**src/rtl/dsm_osr_sequencer.sv**
```systemverilog
// dsm_osr_sequencer
//   Feeds a delta-sigma modulator with an oversampled copy of a sample-rate
//   stream. Incoming samples are queued in a small FIFO. Each sample is then
//   held for cfg_osr modulator beats (a zero-order hold), and the modulator
//   reset is sequenced around the run.
//
//   Optional feature: define DSM_SEQ_SOFT_MUTE_EN to build in a MUTE state.
//   On disable, MUTE ramps the held sample down by arithmetic right shifts
//   (one step per sample period), outputs one period of zero, and then
//   returns to IDLE. Without the macro, disable returns straight to IDLE.
//
// Ports
//   aclk           clock, rising edge
//   arst_n         synchronous active-low reset
//   cfg_enable     run request (level)
//   cfg_osr        beats per input sample (0 behaves as 1)
//   s_axis_*       sample-rate input stream (signed tdata)
//   m_axis_*       beat-rate output stream to the modulator (registered)
//   mod_rst_n      registered active-low modulator reset
//   underrun       sticky: FIFO was empty at a sample boundary
//   busy           state is not IDLE
module dsm_osr_sequencer #(
  parameter int WIDTH      = 16,
  parameter int OSR_W      = 8,
  parameter int FIFO_DEPTH = 4
) (
  input  logic                    aclk,
  input  logic                    arst_n,
  input  logic                    cfg_enable,
  input  logic [OSR_W-1:0]        cfg_osr,
  input  logic signed [WIDTH-1:0] s_axis_tdata,
  input  logic                    s_axis_tvalid,
  output logic                    s_axis_tready,
  output logic signed [WIDTH-1:0] m_axis_tdata,
  output logic                    m_axis_tvalid,
  input  logic                    m_axis_tready,
  output logic                    mod_rst_n,
  output logic                    underrun,
  output logic                    busy
);

  localparam int AW = $clog2(FIFO_DEPTH);
  localparam int CW = AW + 1;

`ifdef DSM_SEQ_SOFT_MUTE_EN
  localparam int KW = $clog2(WIDTH + 2);
  typedef enum logic [1:0] {S_IDLE, S_PRIME, S_RUN, S_MUTE} state_t;
`else
  typedef enum logic [1:0] {S_IDLE, S_PRIME, S_RUN} state_t;
`endif

  state_t                  state_q, state_d;
  logic signed [WIDTH-1:0] mem_q [FIFO_DEPTH];
  logic [AW-1:0]           wr_q, wr_d, rd_q, rd_d;
  logic [CW-1:0]           cnt_q, cnt_d;
  logic signed [WIDTH-1:0] hold_q, hold_d;
  logic signed [WIDTH-1:0] tdata_q, tdata_d;
  logic                    tvalid_q, tvalid_d;
  logic                    mrst_n_q, mrst_n_d;
  logic                    underrun_q, underrun_d;
  logic [OSR_W-1:0]        beat_q, beat_d;
  logic [OSR_W-1:0]        limit_q, limit_d;
`ifdef DSM_SEQ_SOFT_MUTE_EN
  logic [KW-1:0]           k_q, k_d;
`endif

  logic                    push, pop, flush, full, consumed, boundary;
  logic signed [WIDTH-1:0] head;

  // An OSR of zero would never reach a boundary, so it runs as one beat.
  function automatic logic [OSR_W-1:0] osr_limit(input logic [OSR_W-1:0] osr);
    return (osr == '0) ? OSR_W'(1) : osr;
  endfunction

`ifdef DSM_SEQ_SOFT_MUTE_EN
  // Shift steps beyond WIDTH form the trailing zero period of the ramp.
  function automatic logic signed [WIDTH-1:0] mute_scale(
    input logic signed [WIDTH-1:0] v,
    input logic [KW-1:0]           k
  );
    if (k > KW'(WIDTH)) return '0;
    return v >>> k;
  endfunction
`endif

  assign head          = mem_q[rd_q];
  assign full          = (cnt_q == CW'(FIFO_DEPTH));
  assign consumed      = tvalid_q & m_axis_tready;
  assign boundary      = consumed && (beat_q == limit_q - OSR_W'(1));
  assign m_axis_tdata  = tdata_q;
  assign m_axis_tvalid = tvalid_q;
  assign mod_rst_n     = mrst_n_q;
  assign underrun      = underrun_q;
  assign busy          = (state_q != S_IDLE);

  always_comb begin
    state_d       = state_q;
    hold_d        = hold_q;
    tdata_d       = tdata_q;
    tvalid_d      = tvalid_q;
    mrst_n_d      = mrst_n_q;
    underrun_d    = underrun_q;
    beat_d        = beat_q;
    limit_d       = limit_q;
`ifdef DSM_SEQ_SOFT_MUTE_EN
    k_d           = k_q;
`endif
    pop           = 1'b0;
    flush         = 1'b0;

    case (state_q)
      S_IDLE: begin
        tvalid_d = 1'b0;
        tdata_d  = '0;
        mrst_n_d = 1'b0;
        beat_d   = '0;
        if (cfg_enable) begin
          state_d    = S_PRIME;
          underrun_d = 1'b0;
        end
      end

      S_PRIME: begin
        tvalid_d = 1'b0;
        tdata_d  = '0;
        mrst_n_d = 1'b0;
        beat_d   = '0;
        if (!cfg_enable) begin
          state_d = S_IDLE;
          flush   = 1'b1;
        end else if (cnt_q >= CW'(2)) begin
          state_d  = S_RUN;
          pop      = 1'b1;
          hold_d   = head;
          tdata_d  = head;
          tvalid_d = 1'b1;
          mrst_n_d = 1'b1;
          limit_d  = osr_limit(cfg_osr);
        end
      end

      S_RUN: begin
        if (!cfg_enable) begin
`ifdef DSM_SEQ_SOFT_MUTE_EN
          state_d = S_MUTE;
          k_d     = KW'(1);
          beat_d  = '0;
          tdata_d = mute_scale(hold_q, KW'(1));
`else
          state_d  = S_IDLE;
          flush    = 1'b1;
          tvalid_d = 1'b0;
          tdata_d  = '0;
          mrst_n_d = 1'b0;
          beat_d   = '0;
`endif
        end else if (boundary) begin
          beat_d  = '0;
          limit_d = osr_limit(cfg_osr);
          if (cnt_q != '0) begin
            pop     = 1'b1;
            hold_d  = head;
            tdata_d = head;
          end else begin
            // Starved: repeat the held sample and flag it.
            underrun_d = 1'b1;
          end
        end else if (consumed) begin
          beat_d = beat_q + OSR_W'(1);
        end
      end

`ifdef DSM_SEQ_SOFT_MUTE_EN
      S_MUTE: begin
        // Enable is deliberately ignored until the ramp finishes.
        if (boundary) begin
          beat_d  = '0;
          limit_d = osr_limit(cfg_osr);
          if (k_q == KW'(WIDTH + 1)) begin
            state_d  = S_IDLE;
            flush    = 1'b1;
            tvalid_d = 1'b0;
            tdata_d  = '0;
            mrst_n_d = 1'b0;
          end else begin
            k_d     = k_q + KW'(1);
            tdata_d = mute_scale(hold_q, k_q + KW'(1));
          end
        end else if (consumed) begin
          beat_d = beat_q + OSR_W'(1);
        end
      end
`endif

      default: state_d = S_IDLE;
    endcase

    // A pop frees a slot in the same cycle, so a full FIFO can still take a
    // sample on the cycle it is read.
    s_axis_tready = arst_n & (~full | pop);
    push          = s_axis_tvalid & s_axis_tready;

    wr_d = wr_q + AW'(push);
    if (flush) begin
      // Drop everything queued, but keep a sample arriving on this edge.
      rd_d  = wr_q;
      cnt_d = CW'(push);
    end else begin
      rd_d  = rd_q + AW'(pop);
      cnt_d = cnt_q + CW'(push) - CW'(pop);
    end
  end

  always_ff @(posedge aclk) begin
    if (!arst_n) begin
      state_q    <= S_IDLE;
      wr_q       <= '0;
      rd_q       <= '0;
      cnt_q      <= '0;
      hold_q     <= '0;
      tdata_q    <= '0;
      tvalid_q   <= 1'b0;
      mrst_n_q   <= 1'b0;
      underrun_q <= 1'b0;
      beat_q     <= '0;
      limit_q    <= OSR_W'(1);
`ifdef DSM_SEQ_SOFT_MUTE_EN
      k_q        <= '0;
`endif
    end else begin
      state_q    <= state_d;
      wr_q       <= wr_d;
      rd_q       <= rd_d;
      cnt_q      <= cnt_d;
      hold_q     <= hold_d;
      tdata_q    <= tdata_d;
      tvalid_q   <= tvalid_d;
      mrst_n_q   <= mrst_n_d;
      underrun_q <= underrun_d;
      beat_q     <= beat_d;
      limit_q    <= limit_d;
`ifdef DSM_SEQ_SOFT_MUTE_EN
      k_q        <= k_d;
`endif
    end
  end

  // FIFO storage
  always_ff @(posedge aclk) begin
    if (push) mem_q[wr_q] <= s_axis_tdata;
  end

endmodule

```
**config.mk**
```make
export PLATFORM = sky130hd
export DESIGN_NAME = dsm_osr_sequencer
export DESIGN_NICKNAME = d
export VERILOG_FILES = /design/src/rtl/dsm_osr_sequencer.sv
export SDC_FILE = /design/constraint.sdc
export NUM_CORES = 1
export LEC_CHECK = 0
export ABC_AREA = 1
export BUFFER_PORTS_ARGS = -buffer_cell sky130_fd_sc_hd__buf_2
export CAP_MARGIN = 15
export CORE_MARGIN = 2
export CORE_UTILIZATION = 55
export DETAILED_ROUTE_END_ITERATION = 8
export GPL_TIMING_DRIVEN = 0
export PLACE_DENSITY = 0.75
export SLEW_MARGIN = 20
export SYNTH_ARGS = -nofsm -noshare
export SYNTH_HDL_FRONTEND = slang
export SYNTH_SLANG_ARGS = --single-unit
```
**constraint.sdc**
```tcl
create_clock -name aclk -period 3.26 [get_ports aclk]
set_input_delay 0.489 -clock aclk [delete_from_list [all_inputs] [get_ports aclk]]
set_output_delay 0.489 -clock aclk [all_outputs]
set_load 0.005 [all_outputs]
```
After elaboration in Yosys (flattened, before gate mapping)
Memories as Yosys holds them, arrays and structs flattened. A register that Yosys moved wholly into a read port is not among the register bits.
Index checks and enable logic that the tools add are counted.
{ "word_totals": {"ff_bits": 43, "ram_bits": 64, "output_inout_bits": 21, "n_memories": 1} }
{ "mem_list": {"columns": ["name", "words", "word_bits", "rd", "rd_clocked_by_memory_dff", "write_ports", "line", "rtl"], "rows": [
  ["mem_q", 4, 16, 1, 1, 1, "53", "logic signed [WIDTH-1:0] mem_q [FIFO_DEPTH];"]
]} }
{ "classes": {"n_addsub": 6, "order_cmp": 1, "n_eq_ne": 15, "mux": 41, "n_bitwise": 6, "n_reduce_logical": 18} }
{ "ops": {"columns": ["op", "n"], "rows": [
  ["2-to-1 mux 16 bit", 5],
  ["2-to-1 mux 8 bit", 8],
  ["one-hot mux 16 bit (3 select lines)", 1],
  ["one-hot mux 8 bit (2 select lines)", 2],
  ["2-to-1 mux 1 bit", 15],
  ["!= test 2 bit, second input constant", 7],
  ["2-to-1 mux 2 bit", 6],
  ["AND reduction 5 bit", 2],
  ["!= test 3 bit, second input constant", 3],
  ["adder 8 x 1 -> 8 bit, second input constant", 1],
  ["== test 8 bit", 1],
  ["zero test 8 bit", 1],
  ["nonzero test 2 bit", 4],
  ["subtractor 8 x 1 -> 8 bit, second input constant", 1],
  ["one-hot mux 2 bit (3 select lines)", 1],
  ["AND reduction 3 bit", 2],
  ["nonzero test 3 bit", 2],
  ["OR reduction 2 bit", 3],
  ["adder 2 x 1 -> 2 bit", 2],
  ["!= test 4 bit, second input constant", 1],
  ["one-hot mux 1 bit (2 select lines)", 2],
  ["AND reduction 2 bit", 2],
  ["adder 3 x 1 -> 3 bit", 1],
  ["AND 1 bit", 3],
  ["10 further kinds", 11]
]} }

Longest topological paths before layout
{ "logic_depth": {"ltp_word": 12, "depth_mapped": 21} }

Worst setup path before layout
Ideal clock, no wire load.
{ "synth_path": {"kind": "reg-to-reg", "startpoint": "register limit_q[0]", "endpoint": "register cnt_q[2]", "arrival_time_ns": 2.687, "required_ns": 3.144, "slack_ns": 0.457, "path_stages_with_launch": 22, "path_buffers": 0, "path_cell_list": "dfxtp_1 > inv_1 > ha_1 > inv_1 > nand2_1 > nand2_1 > nand3_1 > nor2_2 > nand2_2 > nor2_4 > nand4_1 > nand2_1 > nand2_1 > nand2_1 > nand3_1 > ha_1 > inv_1 > ha_1 > inv_1 > fa_1 > xnor2_1 > nor2_1"} }
{ "synth_between": {"elab_chain_cells": 11} }
{ "synth_lines": {"columns": ["item", "line", "rtl"], "rows": [
  ["start, declared", "62", "logic [OSR_W-1:0] limit_q, limit_d;"],
  ["start signal, assigned", "241", "limit_q <= limit_d;"],
  ["subtractor 8 x 1 -> 8 bit *", "89", "assign boundary = consumed && (beat_q == limit_q - OSR_W'(1));"],
  ["== test 8 bit *", "89", null],
  ["logical AND 1 bit *", "89", null],
  ["2-to-1 mux 1 bit *", "157", "end else if (boundary) begin"],
  ["2-to-1 mux 1 bit *", "143", "if (!cfg_enable) begin"],
  ["one-hot mux 1 bit (2 select lines) *", "111", "case (state_q)"],
  ["bitwise OR 1 bit", "200", "s_axis_tready = arst_n & (~full | pop);"],
  ["AND 1 bit", "200", null],
  ["AND 1 bit", "201", "push = s_axis_tvalid & s_axis_tready;"],
  ["adder 3 x 1 -> 3 bit", "210", "cnt_d = cnt_q + CW'(push) - CW'(pop);"],
  ["subtractor 3 x 1 -> 3 bit *", "210", null],
  ["end signal, assigned", "234", "cnt_q <= cnt_d;"],
  ["end, declared", "55", "logic [CW-1:0] cnt_q, cnt_d;"]
]} }
Every way passes the cells marked *; elsewhere a longest branch is shown, timed or not.
A chain may end at the register's enable or synchronous reset.

Worst setup path in the final report
Ends and elaborated chain as after synthesis.

==> metrics.yaml <==
clocking:
  cts_root_buf: "clkbuf_8"
  cts_buffer_depth: 2
  htreeDepth: 3
  cts_sinks: 107
  hold_buffers: 0
  insertion_delay_ps: 380
  cts_tree: "done"
  cts_buffers: 9
  cts.clk_slew.worst_paths_ps: 110
pwr:
  peakVddDrop_mv: 0.330
  power_uw: 2720
  powerDensity_nw_per_um2: 502
  power.leakage_uw: 0.00210
sta:
  hold_viol: 0
  rsz0062_at_grt: "no"
  finalCriticalPeriod_ps: 3000
  worstMarginPinSlew_ps: 626
  skew_ps: 9.73
  fmax_ghz: 0.333
  setup_viol: 0
  relSlewSlack_pct: 58.2
  drv_slew: 0
  fin_crit_sh_pct: 92.0
die:
  row_count: 33
  die-area_um2: 9390
  start_util_pct: 57.2
  io_pins: 50
  die_y_um: 96.9
  dieWidth_um: 96.9
  coreArea_um2: 8300
finish:
  regArea_um2: 2790
  drive_above_1_share_pct: 17.1
  final_nets: 614
  fill_cells: 681
  antenna_cells: 0
  syn_to_final_growth_pct: 14.2
  multi_input_area_um2: 1690
  post-route-util_pct: 65.3
worst_setup_path:
  cp_top_family: "adder cells"
  critPathBufInv: 4
  slowest_delay_ps: 390
  critPathCaptureType: "flop"
  critPathLaunch: "limit_q[0]"
  path_max_fanout: 4
  critical_path_class: "reg -> reg"
  cp-start-kind: "flop"
  r2r_start: "limit_q[0]"
  critPathSlowestCell: "dfxtp_4"
  critPathArrivalTime_ps: 3280
  crit_chain: "inv_1 > ha_1 > inv_1 > nand2_1 > nand2_1 > nand3_1 > nor2_2 > nand2_2 > nor2_4 > nand4_1 > nand2_1 > nand2_1 > nand2_2 > nand3_4 > ha_1 > inv_1 > ha_1 > inv_1 > fa_1 > xnor2_1 > nor2_1"
  cp.required_ps: 3540
synthesis:
  synthesis.area_per_instance_um2: 9.32
  yosysWarnings: 0
  ys_seq_area_share_pct: 58.6
  syn-num-nets: 550
  ys_top_cells_by_area: "edfxtp_1 41%, dfxtp_1 18%, nor2_1 6.3%, nand2_1 5.7%, o21ai_0 5.3%"
  syn_inst: 509
  yosysTopAreaCell: "edfxtp_1"
  yosysTopAreaCellShare_pct: 40.5
  synth_cell_types: 35
  ys_seq_elements: 107
  netlist_area_um2: 4740
min_path:
  min_from: "s_axis_tdata[12]"
  hold_path.class: "in -> reg"
global_route:
  grt_max_degree: 23
  grt_pass1_wl_mm: 16.5
  grt_pass1_vias: 3619
  antenna_found_initial: 0
  overflow: 0
  grt_util_all_layers_pct: 22.0
drt:
  vias_per_cell: 5.31
  drtIter0Drc: 184
  antenna_left: 0
  firstDrtPassIters: 4
  route.detailed.drc: 0
  drt_wl_total_mm: 9.79
  vias: 3630
  wl_per_cell_um: 14.3
job:
  max-cap-violations: 0
run_status:
  outcome: "complete, no violations"
placed_design:
  port_buffers: 48
  gp_congestion: 0.845
  hpwl_mm: 7.13
path summary, 6_finish.rpt:
path                     endpoint  slack, ps  depth (start not counted)
setup reg to reg         cnt_q[2]        260                         21
setup / recovery         cnt_q[2]        260                         21
hold / removal       mem_q[3][12]        310                          1
hold reg to reg   m_axis_tdata[0]        450                          2
layout make-up:
cell class,instances,share of cell area (%)
tap,105,2.43
buffer,18,1.57
multi-input combinational,327,31.2
sequential,107,51.4
timing repair buffer,53,5.54
clock inverter,7,1.62
clock buffer,9,2.29
inverter,57,3.95
cells in the mapped netlist:
| library cell | n |
|---|---|
| nor2_1 | 80 |
| nand2_1 | 72 |
| edfxtp_1 | 64 |
| o21ai_0 | 50 |
| inv_1 | 49 |
| dfxtp_1 | 43 |
| a21oi_1 | 35 |
| o22ai_1 | 17 |
| clkbuf_1 | 13 |
| nand3_1 | 13 |
| ha_1 | 11 |
| o21ai_1 | 8 |
| nand2_2 | 6 |
| nor3_1 | 6 |
| xnor2_1 | 6 |
| clkinv_1 | 4 |
| inv_2 | 4 |
| nand4_1 | 4 |
| xor2_1 | 4 |
| buf_2 | 2 |
| buf_4 | 2 |
| nor2_2 | 2 |
| nor4_1 | 2 |
| a211oi_1 | 1 |
| a21oi_2 | 1 |
| and3_1 | 1 |
| buf_6 | 1 |
| fa_1 | 1 |
| nor2_4 | 1 |
| nor3b_1 | 1 |
| o21ai_2 | 1 |
| o21ai_4 | 1 |
| o31ai_1 | 1 |
| o31ai_2 | 1 |
| or2_2 | 1 |
metrics by stage:
stage	cells	TNS [ps]	setup slack [ps]	hold WS, ps	cell area [um^2]
after global routing	683	0	24.1	299	5420
after detailed placement	666	-49.2	-49.2	440	5180
after global placement	662	-15530	-275	434	5120
after floorplan	509	0	457	440	4740
final	683	0	260	311	5420
after CTS	682	0	42.0	295	5400
logic make-up after synthesis:
kind of cell / share of synthesized area, %
adder cells (fa/ha/maj): 3.32
XOR/XNOR: 1.85
AO/OA/AOI/OAI: 13.3
buffers and inverters: 6.30
flip-flops: 58.6
AND/OR/NAND/NOR: 16.5
what timing repair did:
action / CTS / global route
cloned: 0 / 0
gates resized for setup: 1 / 4
setup endpoints to repair: 1 / 2
buffers inserted: 0 / 1
pin swaps: 0 / 2
layout by cell type (no fill, tap or decap), types with 3 or more instances in the layout:
master,Yosys,routed
a21oi_1,35,35
buf_2,2,50
buf_4,2,3
buf_6,1,3
clkbuf_1,13,13
clkbuf_8,0,9
clkinv_1,4,4
clkinv_8,0,3
dfxtp_1,43,42
edfxtp_1,64,64
ha_1,11,11
inv_1,49,49
inv_2,4,4
nand2_1,72,71
nand2_2,6,7
nand3_1,13,12
nand4_1,4,4
nor2_1,80,76
nor2_2,2,6
nor3_1,6,6
o21ai_0,50,50
o21ai_1,8,8
o22ai_1,17,17
xnor2_1,6,6
xor2_1,4,4
metal layers:
| metal | global-route usage, % | routed length [um] |
|---|---|---|
| met3 | 4.70 | 510 |
| met2 | 37.7 | 4960 |
| met5 | 0 | 0 |
| met1 | 26.7 | 4130 |
| met4 | 9.64 | 182 |
power by group:
part	switching [uW]	internal, uW
clock network	515	309
logic	231	132
registers	37.0	1500
total	783	1940
state kept, by name, indices dropped and copies added, names as in the netlist:
signal / cells
m_axis_tdata: 16
mod_rst_n: 1
beat_q: 8
underrun: 1
cnt_q: 3
limit_q: 8
rd_q: 2
wr_q: 2
mem_q: 64
state_q: 2
Power figures use the tool's default switching activity.
